## config.mk

```make
export PLATFORM = sky130hd
export DESIGN_NAME = core_ex_issue
export DESIGN_NICKNAME = d
export VERILOG_FILES = /design/src/rtl/core_ex_issue.sv
export SDC_FILE = /design/constraint.sdc
export NUM_CORES = 1
export LEC_CHECK = 0
export ABC_AREA = 1
export BUFFER_PORTS_ARGS = -buffer_cell sky130_fd_sc_hd__buf_4
export CAP_MARGIN = 20
export CORE_MARGIN = 3
export CORE_UTILIZATION = 46
export DETAILED_ROUTE_END_ITERATION = 12
export PLACE_DENSITY_LB_ADDON = 0.15
export REMOVE_ABC_BUFFERS = 1
export SYNTH_ARGS = -nofsm -noshare
export SYNTH_HDL_FRONTEND = slang
export SYNTH_SLANG_ARGS = --single-unit
```

## constraint.sdc

```tcl
create_clock -name clk -period 6.8 [get_ports clk]
set_input_delay 0.34 -clock clk [delete_from_list [all_inputs] [get_ports clk]]
set_output_delay 0.34 -clock clk [all_outputs]
set_load 0.01 [all_outputs]
```

## src/rtl/core_ex_issue.sv

```systemverilog
// EX-stage issue unit: hands decoded ops to an execution unit, holds them until op_ready and buffers the result for MEM.
// Optional operand forwarding from the completing op / held result is enabled by defining CORE_EX_ISSUE_BYPASS_EN.
module core_ex_issue #(
  parameter int XLEN     = 32,
  parameter int OPW      = 5,
  parameter int RW       = 5,
  parameter int MAX_WAIT = 0
) (
  input  logic            clk,
  input  logic            rest,
  input  logic            flush,
  input  logic            id_valid,
  output logic            id_ready,
  input  logic [OPW-1:0]  id_op,
  input  logic [XLEN-1:0] id_in1,
  input  logic [XLEN-1:0] id_in2,
  input  logic [RW-1:0]   id_rd,
  input  logic [RW-1:0]   id_rs1,
  input  logic [RW-1:0]   id_rs2,
  output logic [OPW-1:0]  alu_op,
  output logic [XLEN-1:0] alu_in1,
  output logic [XLEN-1:0] alu_in2,
  output logic            alu_op_wait_handle,
  input  logic            alu_op_ready,
  input  logic [XLEN-1:0] alu_out,
  output logic            mem_valid,
  input  logic            mem_ready,
  output logic [XLEN-1:0] mem_result,
  output logic [RW-1:0]   mem_rd,
  output logic            timeout
);

  localparam int WCW = (MAX_WAIT > 1) ? $clog2(MAX_WAIT) : 1;
  localparam logic [WCW-1:0] WLIM = WCW'((MAX_WAIT > 0) ? MAX_WAIT - 1 : 0);

  typedef enum logic {IDLE = 1'b0, EXEC = 1'b1} state_t;

  state_t          state, state_next;
  logic [RW-1:0]   rd_q;
  logic [WCW-1:0]  wait_cnt;
  logic            complete;
  logic            accept;
  logic            abort;
  logic [XLEN-1:0] in1_sel;
  logic [XLEN-1:0] in2_sel;

`ifdef CORE_EX_ISSUE_BYPASS_EN
  // The completing op is newer than the held result, so it wins when both match.
  assign in1_sel = (id_rs1 != '0 && complete && id_rs1 == rd_q)     ? alu_out    :
                   (id_rs1 != '0 && mem_valid && id_rs1 == mem_rd)  ? mem_result : id_in1;
  assign in2_sel = (id_rs2 != '0 && complete && id_rs2 == rd_q)     ? alu_out    :
                   (id_rs2 != '0 && mem_valid && id_rs2 == mem_rd)  ? mem_result : id_in2;
`else
  logic unused_rs;
  assign unused_rs = ^{id_rs1, id_rs2};
  assign in1_sel   = id_in1;
  assign in2_sel   = id_in2;
`endif

  always_ff @(posedge clk or posedge rest) begin
    if (rest) state <= IDLE;
    else      state <= state_next;
  end

  always_comb begin
    state_next = state;
    if (flush)                 state_next = IDLE;
    else if (accept)           state_next = EXEC;
    else if (complete || abort) state_next = IDLE;
  end

  always_comb begin
    alu_op_wait_handle = (state == EXEC);
    complete = (state == EXEC) && alu_op_ready && (!mem_valid || mem_ready);
    id_ready = !rest && ((state == IDLE) || complete);
    accept   = id_valid && id_ready && !flush;
    abort    = (MAX_WAIT > 0) && (state == EXEC) && !complete && (wait_cnt == WLIM);
  end

  always_ff @(posedge clk or posedge rest) begin
    if (rest) begin
      alu_op     <= '0;
      alu_in1    <= '0;
      alu_in2    <= '0;
      rd_q       <= '0;
      wait_cnt   <= '0;
      mem_valid  <= 1'b0;
      mem_result <= '0;
      mem_rd     <= '0;
      timeout    <= 1'b0;
    end else begin
      timeout <= !flush && abort;
      if (flush) begin
        mem_valid <= 1'b0;
        wait_cnt  <= '0;
      end else begin
        if (complete) begin
          mem_result <= alu_out;
          mem_rd     <= rd_q;
          mem_valid  <= 1'b1;
        end else if (mem_ready) begin
          mem_valid  <= 1'b0;
        end

        if (accept) begin
          alu_op   <= id_op;
          alu_in1  <= in1_sel;
          alu_in2  <= in2_sel;
          rd_q     <= id_rd;
          wait_cnt <= '0;
        end else if (abort) begin
          wait_cnt <= '0;
        end else if (state == EXEC && !complete) begin
          wait_cnt <= wait_cnt + WCW'(1);
        end
      end
    end
  end

endmodule
```

==> results.yml, run 1 <==
status:
  outcome: "finished, final reports clean"
routing:
  num_vias: 4358
  viasPerCell: 5.15
  routed_wl_mm: 12.8
  wl_per_cell_um: 15.2
  first_iter_violations: 244
  drt_first_pass_iters: 5
  drc: 0
  ant_nets: 0
timing:
  finalClockSkew_ns: 0.0100
  fmax_mhz: 301
  finalSetupViolCount: 0
  rsz0062_at_grt: "no"
  final_min_period_over_clock_period: 0.489
  finalHoldWorstSlack_ns: 0.0226
  slew_headroom: 0.357
  final.min_clock_period_ns: 3.32
  drv_slew: 0
  tns_ns: 0
  worstMarginPinSlew_ns: 0.964
  hold_viol: 0
yosys:
  ys_seq_area_frac: 0.613
  synth_top_area_frac: 0.613
  synth_top_area_cell: "dfrtp_1"
  ys_ff_latch: 113
  synth_cell_types: 19
  syn-cell-area_um2: 4610
  synth_area_leaders: "dfrtp_1, nand2_1, nand4_1"
  yosysMostFrequentCell: "nand2_1"
  synthCells: 505
  synth_area_per_cell_um2: 9.14
  async_reset_ff_frac: 1.00
  synthTopCellsByCount: "nand2_1, dfrtp_1, nand4_1"
  yosysWarnings: 0
  synth_flop_cell: "dfrtp_1"
  synth_edf_count: 0
grt:
  grt-ovfl-total: 0
  track_usage: 0.228
  grt_first_pass_wirelength_mm: 20.6
  antenna_found_initial: 0
  grt_max_degree: 101
  grt_pass1_vias: 4179
power_and_ir_drop:
  switchingPower_mw: 0.647
  p_sw_frac: 0.284
  comb_power_share: 0.245
  static-leakage-power_nw: 3.71
  internal-power_mw: 1.63
  p_per_area_nw_per_um2: 335
  pwr-share-clk: 0.355
  total_power_mw: 2.28
  peakVddDrop_mv: 0.196
  seqPwrFrac: 0.400
min_path:
  hold_class: "in2async"
cts:
  cts_buffers: 17
  htreeDepth: 4
  cts_tree: "yes"
  clk_pin_slew_worst_paths_ns: 0.05
  hold_buffers: 0
  worstSkewPairLatency_ns: 0.49
  post_cts_buffers: 0
  cts_sinks: 113
  cts_resized: 0
  ctsLongestPathBuffers: 2
  root_buffer: "clkbuf_8"
job:
  cap_violations: 0
critical_path:
  required_ns: 7.18
  r2r_cells: 9
  critPathLaunch: "alu_op_wait_handle"
  cp-start-kind: "flip-flop"
  crit_top_cell: "nand2_1"
  crit_end: "alu_in2[1]"
  cp-end-kind: "flip-flop"
  cp_cell_sequence: "nand2_1 -> inv_2 -> nand2_2 -> nand2_2 -> buf_4 -> nand3_2 -> buf_4 -> nand2_1 -> nand2_1"
  path_depth: 9
  reg2reg_from: "alu_op_wait_handle"
  crit_path_max_fanout: 76
  r2r_end: "alu_in2[1]"
  rrSetupSlack_ns: 3.48
  crit_type: "reg2reg"
  cp_top_family: "simple AND/OR/NAND/NOR gates"
  cp_data_arrival_time_ns: 3.70
  critPathSlowestCell: "nand3_2"
  slowest_delay_ns: 0.77
  critPathBufInv: 3
placed_design:
  place_congestion: 0.765
  dp_hpwl_mm: 8.62
  portBuffers: 220
floorplan:
  die_area_um2: 11300
  core-area_um2: 9500
  initial_core_util: 0.486
  ios: 232
  row_count: 35
  fp.dieH_um: 106
  die_width_um: 106
final_layout:
  fin_util: 0.715
  area_growth_pct: 47.3
  drive_gt1_frac: 0.364
  fillers: 739
  final_nets: 827
  n_antenna_cell: 0
==> registers in the layout (all words and copies together) (netlist names) <==
register and flops:
alu_op_wait_handle 1, mem_result 32, rd_q 5, alu_op 5, mem_rd 5, alu_in1 32, mem_valid 1, alu_in2 32
==> how the worst min path moves through the flow <==
stage	start	end
global route	alu_out[0]	mem_result[0]
global placement	rd_q[2]	rd_q[2]
CTS	rest	mem_result[25]
finish	rest	alu_in2[9]
floorplan	flush	mem_valid
detailed placement	rd_q[4]	rd_q[4]
==> cell usage in the layout (no fill, tap or decap) <==
cell	Yosys	layout
nand4_1	74	74
nand3_2	1	1
a21oi_1	2	2
clkbuf_1	14	2
bufinv_16	0	2
o21ai_1	3	3
nand2_1	224	224
clkinvlp_4	0	1
inv_2	1	1
dfrtp_1	113	113
clkbuf_16	0	16
conb_1	1	1
clkinv_2	0	6
clkinv_4	0	2
buf_4	10	225
inv_6	0	1
clkbuf_8	0	2
nand2_2	2	2
o21ai_0	35	35
inv_1	3	2
nor2_2	1	1
nor2_4	0	1
==> kinds of logic (layout without fill, tap and decap cells) <==
logic type | Yosys count | in the layout | share of synthesized area
AOI/OAI and AO/OA | 40 | 40 | 0.0434
buffers and inverters | 48 | 260 | 0.0534
DFF | 113 | 113 | 0.613
other | 1 | 1 | 0.000813
and+or+nand+nor | 303 | 303 | 0.290
==> layout make-up <==
class | count | area, um2 | area share
Sequential cell | 113 | 2830 | 0.416
Timing Repair Buffer | 225 | 1690 | 0.249
Multi-Input combinational cell | 344 | 1550 | 0.228
Clock buffer | 20 | 435 | 0.0641
Tap cell | 129 | 161 | 0.0237
Clock inverter | 11 | 115 | 0.0169
Inverter | 4 | 20.0 | 0.00295
==> power by group through the flow <==
stage | combinational [mW] | sequential (mW) | clock [mW]
finish | 0.559 | 0.911 | 0.808
detailed placement | 0.568 | 0.919 | 0
CTS | 0.569 | 0.911 | 0.825
global placement | 0.555 | 0.911 | 0
global route | 0.614 | 0.931 | 0.857
floorplan | 0.149 | 0.982 | 0
==> stage by stage <==
| stage | instance area, um2 | cells | worst slack [ns] |
|---|---|---|---|
| finish | 6800 | 846 | 3.48 |
| global placement | 6250 | 815 | 3.54 |
| global route | 6800 | 846 | 3.15 |
| detailed placement | 6250 | 815 | 3.49 |
| CTS | 6800 | 846 | 3.44 |
| floorplan | 4380 | 461 | 0.532 |
==> metal layers <==
metal | routed length (um) | GRT usage | up-vias | part of all wire
li1 | - | - | 2074 | -
met5 | 0 | 0 | - | 0
met1 | 5010 | 0.282 | 2077 | 0.39
met4 | 223 | 0.0823 | 0 | 0.017
met3 | 1360 | 0.0893 | 16 | 0.11
met2 | 6240 | 0.365 | 191 | 0.49
Note: power is estimated with default switching activity, not from simulation.
==> run 2: changes to the inputs <==
--- a/config.mk
+++ b/config.mk
@@ -9,7 +9,7 @@
 export BUFFER_PORTS_ARGS = -buffer_cell sky130_fd_sc_hd__buf_4
 export CAP_MARGIN = 20
 export CORE_MARGIN = 3
-export CORE_UTILIZATION = 46
+export CORE_UTILIZATION = 41
 export DETAILED_ROUTE_END_ITERATION = 12
 export PLACE_DENSITY_LB_ADDON = 0.15
 export REMOVE_ABC_BUFFERS = 1
==> constraint.sdc (replaced) <==
create_clock -name clk -period 2.8 [get_ports clk]
set_input_delay 0.14 -clock clk [delete_from_list [all_inputs] [get_ports clk]]
set_output_delay 0.14 -clock clk [all_outputs]
set_load 0.01 [all_outputs]
==> results.yml, run 2 (synthesis gave the netlist of run 1 again) <==
cts:
  cts_buffers: 17
  htreeDepth: 4
  cts_sinks: 113
  post_cts_buffers: 0
  worstSkewPairLatency_ns: 0.40
  ctsLongestPathBuffers: 2
  cts_tree: "yes"
  root_buffer: "clkbuf_16"
  clk_pin_slew_worst_paths_ns: 0.05
power_and_ir_drop:
  peakVddDrop_mv: 0.362
  p_per_area_nw_per_um2: 724
  static-leakage-power_nw: 4.17
grt:
  track_usage: 0.236
  grt-ovfl-total: 0
  grt_pass1_vias: 4892
  grt_first_pass_wirelength_mm: 24.2
  antenna_found_initial: 0
  grt_max_degree: 188
placed_design:
  dp_cells: 828
  place_congestion: 0.797
  place_area_um2: 6290
  portBuffers: 220
  dp_hpwl_mm: 8.33
final_layout:
  design_area_um2: 7900
  fillers: 773
  n_antenna_cell: 0
  final_cell_mix: "buf_4, nand2_1, dfrtp_1"
  reg.largest.list: "alu_in1 x32, alu_in2 x32, mem_result x32"
  drive_gt1_frac: 0.318
  final_nets: 934
  fin_cells: 963
  area_growth_pct: 71.1
  layout_commonest_cell: "buf_4"
timing:
  finalClockSkew_ns: 0.00813
  worstMarginPinSlew_ns: 0.848
  hold_viol: 0
  fmax_mhz: 522
  drv_slew: 0
  final.min_clock_period_ns: 1.92
  finalSetupViolCount: 0
  final_min_period_over_clock_period: 0.685
  slew_headroom: 0.435
  rsz0062_at_grt: "no"
critical_path:
  cp_data_arrival_time_ns: 2.24
  cp-start-kind: "flip-flop"
  cp-end-kind: "flip-flop"
  critPathSlowestCell: "buf_4"
  crit_path_max_fanout: 75
  cp_top_family: "simple AND/OR/NAND/NOR gates"
  slowest_delay_ns: 0.59
  crit_type: "reg2reg"
  required_ns: 3.13
  path_depth: 7
  cp_cell_sequence: "nand2_1 -> inv_2 -> nand2_2 -> nand2_2 -> buf_4 -> nand4_1 -> nand2_1"
  r2r_cells: 7
  critPathBufInv: 2
routing:
  drt_first_pass_iters: 5
  num_vias: 4794
  routed_wl_mm: 14.4
  drc: 0
  ant_nets: 0
  viasPerCell: 4.98
  first_iter_violations: 410
  wl_per_cell_um: 15.0
floorplan:
  die_area_um2: 12600
  row_count: 38
  fp.dieH_um: 112
  die_width_um: 112
  initial_core_util: 0.422
  core-area_um2: 10900
  ios: 232
job:
  cap_violations: 0
min_path:
  hold_class: "in2async"
status:
  outcome: "finished, final reports clean"
-- run 2: changes by cell type in the layout (fill, tap and decap cells not counted), sizes merged --
cell / change
bufinv: -1
clkbuf: +4
buf: +2
clkinv: -3
clkinvlp: -1
dlygate4sd3: +105
-- run 2: worst paths after layout --
check / start / to / slack [ns]
worst max-delay path: alu_op_wait_handle / alu_in1[13] / 0.88
worst min-delay path: rest / mem_rd[4] / 0.03
worst max register to register: alu_op_wait_handle / alu_in1[13] / 0.88
worst min register to register: rd_q[4] / rd_q[4] / 0.47
max in group asynchronous: rest / alu_in2[31] / 2.20
min in group clk: mem_ready / mem_valid / 0.03
-- run 2: layer usage --
metal	global-route usage	routed length [um]	up-vias
met3	0.0819	1280	28
met1	0.295	5770	2250
met4	0.0986	321	0
li1	-	-	2293
met2	0.376	7050	223
met5	0	0	-
-- run 2: final cells by class --
type,count,area [um2],area share
flip-flops and latches,113,2830,0.358
repair buffers,332,2770,0.351
multi-input cells,344,1550,0.196
clock buffers,24,502,0.0635
well taps,140,175,0.0222
clock inverters,6,55.1,0.00697
inverters,4,20.0,0.00254
-- run 2: metrics by stage --
step | setup WS [ns] | utilization | hold slack [ns] | TNS (ns) | total power [mW]
floorplan | -3.27 | - | 0.203 | -445.51 | 2.75
global placement | 0.951 | 0.575 | 0.344 | 0 | 3.57
detailed placement | 0.911 | 0.575 | 0.344 | 0 | 3.61
CTS | 0.887 | 0.722 | 0.0144 | 0 | 5.76
global route | 0.700 | 0.722 | 0.0419 | 0 | 6.04
finish | 0.883 | 0.722 | 0.0288 | 0 | 5.72
-- run 2: repair_timing --
item / CTS / global route
setup endpoints to repair: 0 / 0
endpoints found under the hold margin: 105 / 0
gates resized for setup: 0 / 0
hold buffers: 105 / 0
-- run 2: worst reg2reg max path, stage by stage, from the launching register on --
cell and delay, ns:
dfrtp_1 0.41, nand2_1 0.10, inv_2 0.06, nand2_2 0.14, nand2_2 0.12, buf_4 0.59, nand4_1 0.28, nand2_1 0.15
-- run 2: power by group --
part | total [mW] | internal [mW] | switching (mW)
logic | 1.49 | 0.777 | 0.712
registers | 2.22 | 2.01 | 0.210
clock network | 2.01 | 1.32 | 0.692
==> run 3: changes to the inputs <==
==> constraint.sdc (replaced) <==
create_clock -name clk -period 1.55 [get_ports clk]
set_input_delay 0.0775 -clock clk [delete_from_list [all_inputs] [get_ports clk]]
set_output_delay 0.0775 -clock clk [all_outputs]
set_load 0.01 [all_outputs]
==> results.yml, run 3 (synthesis gave the netlist of run 1 again) <==
status:
  outcome: "finished, final reports clean"
timing:
  final.min_clock_period_ns: 1.51
  setup_ws_ns: 0.0408
  rsz0062_at_grt: "yes"
  finalClockSkew_ns: 0.00991
  hold_viol: 0
  fmax_mhz: 663
  final_min_period_over_clock_period: 0.974
  tns_ns: 0
  drv_slew: 0
  finalSetupViolCount: 0
  finalHoldWorstSlack_ns: 0.178
final_layout:
  final_nets: 950
  layout_commonest_cell: "buf_4"
  final_cell_mix: "buf_4, nand2_1, dfrtp_1"
  reg.largest.list: "alu_in1 x32, alu_in2 x32, mem_result x32"
  area_growth_pct: 77.5
  fin_util: 0.749
  fin_cells: 981
  n_antenna_cell: 0
  drive_gt1_frac: 0.332
placed_design:
  place_congestion: 0.797
  dp_hpwl_mm: 9.23
  portBuffers: 220
  pre_cts_slack_ns: 0.0624
  dp_cells: 839
cts:
  worstSkewPairLatency_ns: 0.41
  root_buffer: "clkbuf_16"
  cts_buffers: 17
  htreeDepth: 4
  clk_pin_slew_worst_paths_ns: 0.06
  cts_tree: "yes"
  cts_sinks: 113
  ctsLongestPathBuffers: 2
routing:
  ant_nets: 0
  drc: 0
  first_iter_violations: 364
  routed_wl_mm: 15.2
  viasPerCell: 4.98
  num_vias: 4885
  wl_per_cell_um: 15.5
  drt_first_pass_iters: 4
critical_path:
  cp-end-kind: "output pin"
  cp_cell_sequence: "nand2_2 -> nand2_2 -> buf_12 -> a21oi_1 -> buf_4"
  r2r_end: "alu_in1[31]"
  cp_data_arrival_time_ns: 1.43
  required_ns: 1.47
  crit_type: "reg2out"
  cp-start-kind: "flip-flop"
  slowest_delay_ns: 0.39
  r2r_cells: 7
  reg2reg_from: "mem_valid"
  rrSetupSlack_ns: 0.08
  crit_path_max_fanout: 30
  crit_top_cell: "nand2_2"
  critPathLaunch: "mem_valid"
  critPathSlowestCell: "dfrtp_1"
grt:
  grt_max_degree: 52
  met3_usage: 0.0960
  grt-busiest-layer: "met2"
  grtUsageMet1: 0.303
  grt_pass1_vias: 5119
  grt_first_pass_wirelength_mm: 25.4
  antenna_found_initial: 0
  use_met2: 0.412
  track_usage: 0.249
  grt-ovfl-total: 0
job:
  cap_violations: 0
min_path:
  hold_class: "in2async"
floorplan:
  fp.dieH_um: 112
  die_area_um2: 12600
  core-area_um2: 10900
  row_count: 38
  ios: 232
  initial_core_util: 0.422
  die_width_um: 112
power_and_ir_drop:
  static-leakage-power_nw: 4.31
  peakVddDrop_mv: 0.777
  p_per_area_nw_per_um2: 1350
[run 3: layout make-up]
| class | count | area, um2 |
|---|---|---|
| fillers | 733 | 2750 |
| multi-input cells | 344 | 1550 |
| clock buffers | 19 | 443 |
| flip-flops and latches | 113 | 2830 |
| clock inverters | 13 | 210 |
| well taps | 140 | 175 |
| inverters | 4 | 20.0 |
| repair buffers | 348 | 2960 |
[run 3: worst max-delay path, delay by kind of cell, from the launching register on]
| family | cells | cell delay (ns) |
|---|---|---|
| AND/OR/NAND/NOR | 2 | 0.18 |
| flip-flops | 1 | 0.39 |
| buffers and inverters | 2 | 0.31 |
| AO/OA/AOI/OAI | 1 | 0.14 |
[run 3: worst max-delay path by stage]
stage / slack [ns] / depth (start not counted) / to
after floorplan: -4.46 / 4 / alu_in1[0]
final: 0.04 / 5 / id_ready
after global placement: 0.13 / 8 / alu_in1[0]
after global routing: -0.05 / 8 / alu_in1[31]
after CTS: 0.02 / 5 / id_ready
after detailed placement: 0.06 / 8 / rd_q[2]
[run 3: timing repair]
action                                  CTS  global route
hold buffers                            109             0
resized for setup                         2             3
endpoints found under the setup margin    1            56
hold endpoints to repair                188             0
gates cloned                              0             0
buffers inserted                          1             0
[run 3: layer usage]
metal  routed length (um)  vias to the layer above
met5                    0                        -
li1                     -                     2321
met1                 6050                     2329
met3                 1280                       27
met4                  303                        0
met2                 7580                      208
[run 3: where the power goes]
group	leakage, nW	switching [mW]	internal (mW)
Clock	0.313	1.37	2.90
Combinational	2.57	1.34	1.45
Sequential	1.42	0.374	3.63
[run 3: through the flow]
step	total power [mW]	instance area (um2)
after global placement	6.49	6420
after CTS	11.1	8180
after detailed placement	6.57	6420
after floorplan	4.97	4380
final	11.1	8190
after global routing	11.6	8190
